--- config.mk ---
export PLATFORM = sky130hd
export DESIGN_NAME = regs_alu_wb
export DESIGN_NICKNAME = d
export VERILOG_FILES = /design/src/rtl/regs_alu_wb.sv
export SDC_FILE = /design/constraint.sdc
export NUM_CORES = 1
export LEC_CHECK = 0
export ABC_CLOCK_PERIOD_IN_PS = 2800
export CAP_MARGIN = 10
export CORE_AREA = 2 2 175 108
export DETAILED_ROUTE_END_ITERATION = 6
export DIE_AREA = 0 0 177 110
export PLACE_DENSITY_LB_ADDON = 0.1
export SLEW_MARGIN = 40
export SYNTH_ARGS = -nofsm -noshare
export SYNTH_HDL_FRONTEND = slang
export SYNTH_SLANG_ARGS = --single-unit
--- constraint.sdc ---
create_clock -name clk -period 2.8 [get_ports clk]
set_input_delay 0.7 -clock clk [delete_from_list [all_inputs] [get_ports clk]]
set_output_delay 0.7 -clock clk [all_outputs]
set_load 0.005 [all_outputs]
--- src/rtl/regs_alu_wb.sv ---
// rtl/regs_alu_wb.sv - execute/write-back stage feeding the Regs_8_32 write port
// Optional sequential multiplier (op 101) enabled by macro ALU_SEQ_MUL_EN.
module regs_alu_wb #(
    parameter int WIDTH = 32,
    parameter int AW    = 3
) (
    input  logic             clk,
    input  logic             cr_n,
    input  logic             start,
    input  logic [2:0]       op,
    input  logic [AW-1:0]    rd,
    input  logic [WIDTH-1:0] A,
    input  logic [WIDTH-1:0] B,
    output logic             busy,
    output logic             done,
    output logic             err,
    output logic             WE,
    output logic [AW-1:0]    Addr_W,
    output logic [WIDTH-1:0] Di
);
    localparam int SW = $clog2(WIDTH);

    typedef enum logic [1:0] {S_IDLE, S_EXEC, S_WB} state_t;

    state_t           state_q, state_d;
    logic [AW-1:0]    addr_q, addr_d;
    logic [WIDTH-1:0] di_q, di_d;
    logic             illegal_q, illegal_d;
    logic [WIDTH-1:0] alu_res;
    logic             alu_illegal;
    logic             is_mul;

    always_comb begin
        alu_res     = '0;
        alu_illegal = 1'b0;
        case (op)
            3'b000:  alu_res = A + B;
            3'b001:  alu_res = A - B;
            3'b010:  alu_res = A & B;
            3'b011:  alu_res = A | B;
            3'b100:  alu_res = A ^ B;
            3'b110:  alu_res = {{(WIDTH-1){1'b0}}, ($signed(A) < $signed(B))};
            3'b111:  alu_res = A >> B[SW-1:0];
`ifdef ALU_SEQ_MUL_EN
            default: alu_res = '0;
`else
            default: alu_illegal = 1'b1;
`endif
        endcase
    end

`ifdef ALU_SEQ_MUL_EN
    // Shift-add multiplier: multiplicand shifts left, multiplier drains LSB first.
    logic [WIDTH-1:0] mcand_q, mplier_q, acc_q, acc_next;
    logic [SW-1:0]    cnt_q;
    logic [AW-1:0]    rd_q;

    assign is_mul   = (op == 3'b101);
    assign acc_next = acc_q + (mplier_q[0] ? mcand_q : '0);

    always_ff @(posedge clk or negedge cr_n) begin
        if (!cr_n) begin
            mcand_q  <= '0;
            mplier_q <= '0;
            acc_q    <= '0;
            cnt_q    <= '0;
            rd_q     <= '0;
        end else if (state_q == S_IDLE && start) begin
            mcand_q  <= A;
            mplier_q <= B;
            acc_q    <= '0;
            cnt_q    <= '0;
            rd_q     <= rd;
        end else if (state_q == S_EXEC) begin
            mcand_q  <= mcand_q << 1;
            mplier_q <= mplier_q >> 1;
            acc_q    <= acc_next;
            cnt_q    <= cnt_q + 1'b1;
        end
    end
`else
    assign is_mul = 1'b0;
`endif

    always_comb begin
        state_d   = state_q;
        addr_d    = addr_q;
        di_d      = di_q;
        illegal_d = illegal_q;
        case (state_q)
            S_IDLE: begin
                if (start) begin
                    illegal_d = alu_illegal;
                    if (is_mul) begin
                        state_d = S_EXEC;
                    end else begin
                        state_d = S_WB;
                        if (!alu_illegal) begin
                            addr_d = rd;
                            di_d   = alu_res;
                        end
                    end
                end
            end
`ifdef ALU_SEQ_MUL_EN
            S_EXEC: begin
                if (cnt_q == SW'(WIDTH - 1)) begin
                    state_d = S_WB;
                    addr_d  = rd_q;
                    di_d    = acc_next;
                end
            end
`endif
            S_WB:    state_d = S_IDLE;
            default: state_d = S_IDLE;
        endcase
    end

    always_ff @(posedge clk or negedge cr_n) begin
        if (!cr_n) begin
            state_q   <= S_IDLE;
            addr_q    <= '0;
            di_q      <= '0;
            illegal_q <= 1'b0;
        end else begin
            state_q   <= state_d;
            addr_q    <= addr_d;
            di_q      <= di_d;
            illegal_q <= illegal_d;
        end
    end

    assign busy   = (state_q != S_IDLE);
    assign done   = (state_q == S_WB);
    assign err    = (state_q == S_WB) && illegal_q;
    assign WE     = (state_q == S_WB) && !illegal_q;
    assign Addr_W = addr_q;
    assign Di     = di_q;
endmodule
Yosys cells after proc, flatten, opt, wreduce, memory -nomap -nowiden:

Index checks and enable logic that the tools add are counted.
W data, S select, Z words.

* bits in registers: 38
* bits of input ports: 73
* memories: 0
* bits in latches: 0
* word-level logic and storage cells: 32
* RAM bits: 0
* bits in read-only memories: 0
* output and inout bits: 39

* reduce and logical (&&, ||, !) cells: 9
* multiplexer cells: 4
* order comparisons: 1
* multiply operators: 0
* bitwise gates (word level): 3
* equal/unequal tests: 8
* div/mod/pow operators: 0
* shift operators: 1
* add/subtract/negate cells: 2

Operators by type and width (count)
* $pmux W32 S7: 1
* $add A32 B32 Y32: 1
* $and A32 B32 Y32: 1
* $lt A32 B32 Y1: 1
* $or A32 B32 Y32: 1
* $shr A32 B5 Y32: 1
* $sub A32 B32 Y32: 1
* $xor A32 B32 Y32: 1
* $eq A3 B3 Y1 const B: 3
* $reduce_or A7 Y1: 1
* $eq A3 B2 Y1 const B: 2
* $mux W2: 2
* $eq A3 B1 Y1 const B: 1
* $logic_not A3 Y1: 1
* $reduce_and A3 Y1: 1
* $eq A2 B2 Y1 const B: 1
* $logic_and A1 B1 Y1: 2
* $logic_not A2 Y1: 1
* $ne A2 B2 Y1 const B: 1
* $reduce_and A2 Y1: 1
* $reduce_bool A2 Y1: 1
* $logic_not A1 Y1: 1
* $mux W1: 1

Longest topological paths before layout:

* word-level depth: 3
* depth in mapped cells: 14
* gate-level depth less buffers: 13

Worst setup path after synthesis:

No wires, ideal clock.

* kind: in2reg
* start point: input B[2]
* end point: register di_q[18] (netlist: Di[18])
* data required time: 2.674 ns
* arrival: 3.779 ns
* cell stages on the path: 13
* path buffers: 3
* setup time: 0.126 ns
* setup slack: -1.105 ns
* cells stage by stage: inv_1 > clkbuf_1 > clkbuf_1 > ha_1 > buf_2 > a21o_1 > a311o_1 > a21bo_2 > a311oi_1 > o41ai_1 > a221o_1 > a221oi_1 > nor2_1

* cells in the longest elaborated chain, start to end: 2
* elaborated cells on any way between the ends: 4
* classes of those cells: add/sub: 2; shift: 1; mux: 1

Ends and longest elaborated chain
* start: declaration: line 13 `input logic [WIDTH-1:0] B,`
* $sub A32 B32 Y32 (tied with other cells): line 38 `3'b001: alu_res = A - B;`
* $pmux W32 S7 (*): line 36 `case (op)`
* end signal: assignment: line 128 `di_q <= di_d;`
* end: declaration: line 27 `logic [WIDTH-1:0] di_q, di_d;`

Mark *: on every way between the ends. The rest lies on a longest branch, timed or not.
A chain may end at the register's enable or synchronous reset.

Worst setup path in the final report:

* start point: input A[23]
* end point: register di_q[28] (netlist: Di[28])

* cells in the longest elaborated chain, start to end: 2
* elaborated cells on any way between the ends: 4
* classes of those cells: add/sub: 2; shift: 1; mux: 1

Ends and longest elaborated chain
* start: declaration: line 12 `input logic [WIDTH-1:0] A,`
* $sub A32 B32 Y32 (tied with other cells): line 38
* $pmux W32 S7 (*): line 36

Marks and branches as above.

==> metrics.yaml <==
grt_pass1_vias: 11700
num_rows: 38
path_clk_slew_ns: 0.08
cp_max_fo: 12
worst-r2r-setup-slack_ns: 0.24
die_w_um: 177
holdBufCountCts: 0
maxCapViolCount: 0
cp-end-kind: "flop"
rsz0062_at_grt: "true"
vias: 12900
layout.cells.non_filler: 1940
numCtsBuffers: 5
synthTopCellsByCount: "nor2_1, a21oi_1, ha_1, nand2_1, inv_1"
max_freq_mhz: 284
finalNetCount: 1883
numPortBuffers: 111
dr.pass1.iters: 7
worst_pin_slew_ns: 0.757
drcViolationCount: 46
async_flop_share: 1.00
yosys-top-cells-area: "ha_1, dfrtp_1, a21oi_1"
grt_max_degree: 46
clk_latency_ns: 0.32
hold_viol: 0
path_common_cell: "inv_1"
antenna_found_initial: 2
dp_hpwl_um: 34500
diodes: 0
relSlewSlack: 0.495
clockBufferDepth: 2
pin_count: 112
cts_tree: "built"
violations: "DRC, setup timing"
total_power_mw: 5.07
cp-startpoint: "A[23]"
setup_violations: 26
wl_um: 50700
ys_warn_count: 0
netlist_area_um2: 8100
synth_enable_flop_cells: 0
synth-main-ff-cell: "dfrtp_1"
synth_top_cell_by_area: "ha_1"
pre_cts_slack_ns: -1.55
place_congestion: 1.05
synth.net_count: 1340
dp.cells: 1870
fin_worst_skew_ns: 0.0251
ir_drop_v: 0.000414
final_util: 0.846
drv_slew: 0
yosys.area.top_type_share: 0.168
max_stage_delay_ns: 0.48
grt_pass1_wl_um: 68200
start_util: 0.454
routed_via_density: 6.63
hp-class: "input port to async pin"
dieArea_um2: 19500
syn_area_per_cell_um2: 7.00
detail_route.iter0.violations: 2268
ys_types: 75
wl_per_cell_um: 26.1
cts_sinks: 37
n_fill_cell: 977
cts_max_level: 2
status: "finished, violations left"
timing.final.ws_setup_ns: -0.717
yosysMostFrequentCell: "nor2_1"
crit_required_ns: 3.00
syn_to_final_growth_pct: 86.4
grt.overflow.total: 0
cts_root_buf: "clkbuf_16"
cpMaxStageDelayCell: "clkdlybuf4s50_1"
power.leakage_nw: 6.92
period_minus_slack_ns: 3.52
drive_gt1_frac: 0.481
antenna_left: 0
ys_seq_area_frac: 0.114
netlist_instances: 1156
grt.total_usage: 0.467
holdWs_ns: 0.450
fp.dieH_um: 110
critPathArrivalTime_ns: 3.71
period_share: 1.26
ys_ff_latch: 37
p_per_area_nw_per_um2: 336
critPathKind: "input port to flop"
reg2reg_from: "state_q[1]$_DFFE_PN0P_"
core_um2: 17800
worstPathCellList: "clkdlybuf4s50_1 > inv_1 > ha_1 > buf_4 > inv_1 > a211oi_1 > o211ai_1 > o21ai_1 > o41ai_4 > buf_6 > a31o_4 > a21oi_2 > nor3_1 > a221oi_2"
start_kind: "input port"
==> metrics by stage <==
| stage | instance area, um^2 | TNS (ns) |
|---|---|---|
| 2_1_floorplan | 8450 | -3.92 |
| 3_3_place_gp | 12800 | -28.80 |
| 3_5_place_dp | 12800 | -30.82 |
| 4_1_cts | 14300 | -6.04 |
| 5_1_grt | 15100 | -11.25 |
| 6_report | 15100 | -9.73 |
==> final timing paths <==
check | end | depth (start not counted)
worst min register to register | Addr_W[0]$_DFFE_PN0P_ | 2
worst max-delay path | Di[28]$_DFFE_PN0P_ | 14
min in group clk | Addr_W[0]$_DFFE_PN0P_ | 2
worst min-delay path | Di[5]$_DFFE_PN0P_ | 1
worst max register to register | Di[26]$_DFFE_PN0P_ | 9
max in group asynchronous | Di[28]$_DFFE_PN0P_ | 2
==> cell type report <==
cell class / count / area [um^2] / area share
Tap cell: 240 / 300 / 0.0199
Multi-Input combinational cell: 950 / 8150 / 0.540
Clock buffer: 5 / 125 / 0.00829
Inverter: 91 / 394 / 0.0261
Sequential cell: 37 / 926 / 0.0614
Clock inverter: 3 / 68.8 / 0.00456
Timing Repair Buffer: 614 / 5130 / 0.340
==> registers in the layout, indices dropped and copies added, names as in the netlist <==
| register | flops |
|---|---|
| Di | 32 |
| Addr_W | 3 |
| state_q | 1 |
| illegal_q | 1 |
==> cell families after synthesis <==
kind of cell,count (synthesis),share of synthesized area
AOI/OAI and AO/OA,411,0.342
xor gates and xnor gates,17,0.0184
adders and majority gates,111,0.173
buffers and inverters,169,0.0791
DFF,37,0.114
muxes,48,0.0742
and+or+nand+nor,363,0.199
==> power by group <==
| part | switching, mW | total [mW] | internal, mW |
|---|---|---|---|
| clock network | 0.313 | 0.830 | 0.517 |
| logic | 1.82 | 3.49 | 1.68 |
| registers | 0.0992 | 0.742 | 0.643 |
| total | 2.23 | 5.07 | 2.83 |
==> what timing repair did <==
item / CTS / global route
setup buffers: 46 / 27
pin swaps: 121 / 93
setup endpoints to repair: 30 / 29
gates resized for setup: 348 / 151
==> layer usage <==
layer,vias to the layer above,part of all wire,track usage
li1,5312,-,-
met1,5951,0.38,0.620
met2,1200,0.39,0.672
met3,387,0.17,0.207
met4,4,0.059,0.147
met5,-,0.0019,0.0313
==> cells in the final DEF (no fill, tap or decap), types with 9 or more instances in the layout <==
master	instances
buf_12	9
a21o_1	10
nor2_2	11
ha_1	70
nor2_1	128
a211oi_2	10
mux2i_1	29
ha_4	29
o211ai_1	23
a21oi_1	87
ha_2	10
a21oi_2	20
nand2_1	97
inv_2	33
inv_1	47
buf_4	453
clkdlybuf4s50_1	63
nor3_1	19
dlygate4sd2_1	11
mux4_2	9
nand3_1	15
xnor2_1	10
dfrtp_1	37
a31oi_1	12
buf_6	45
o21ai_1	11
o21ai_0	54
a211oi_1	16
==> worst max-delay path, delay by kind of cell <==
family                   cells  cell delay, ns
adder cells (fa/ha/maj)      1            0.35
AO/OA/AOI/OAI                7            1.53
AND/OR/NAND/NOR              1            0.06
buffers and inverters        5            1.06
No activity file was read; power rests on OpenSTA's default activity.
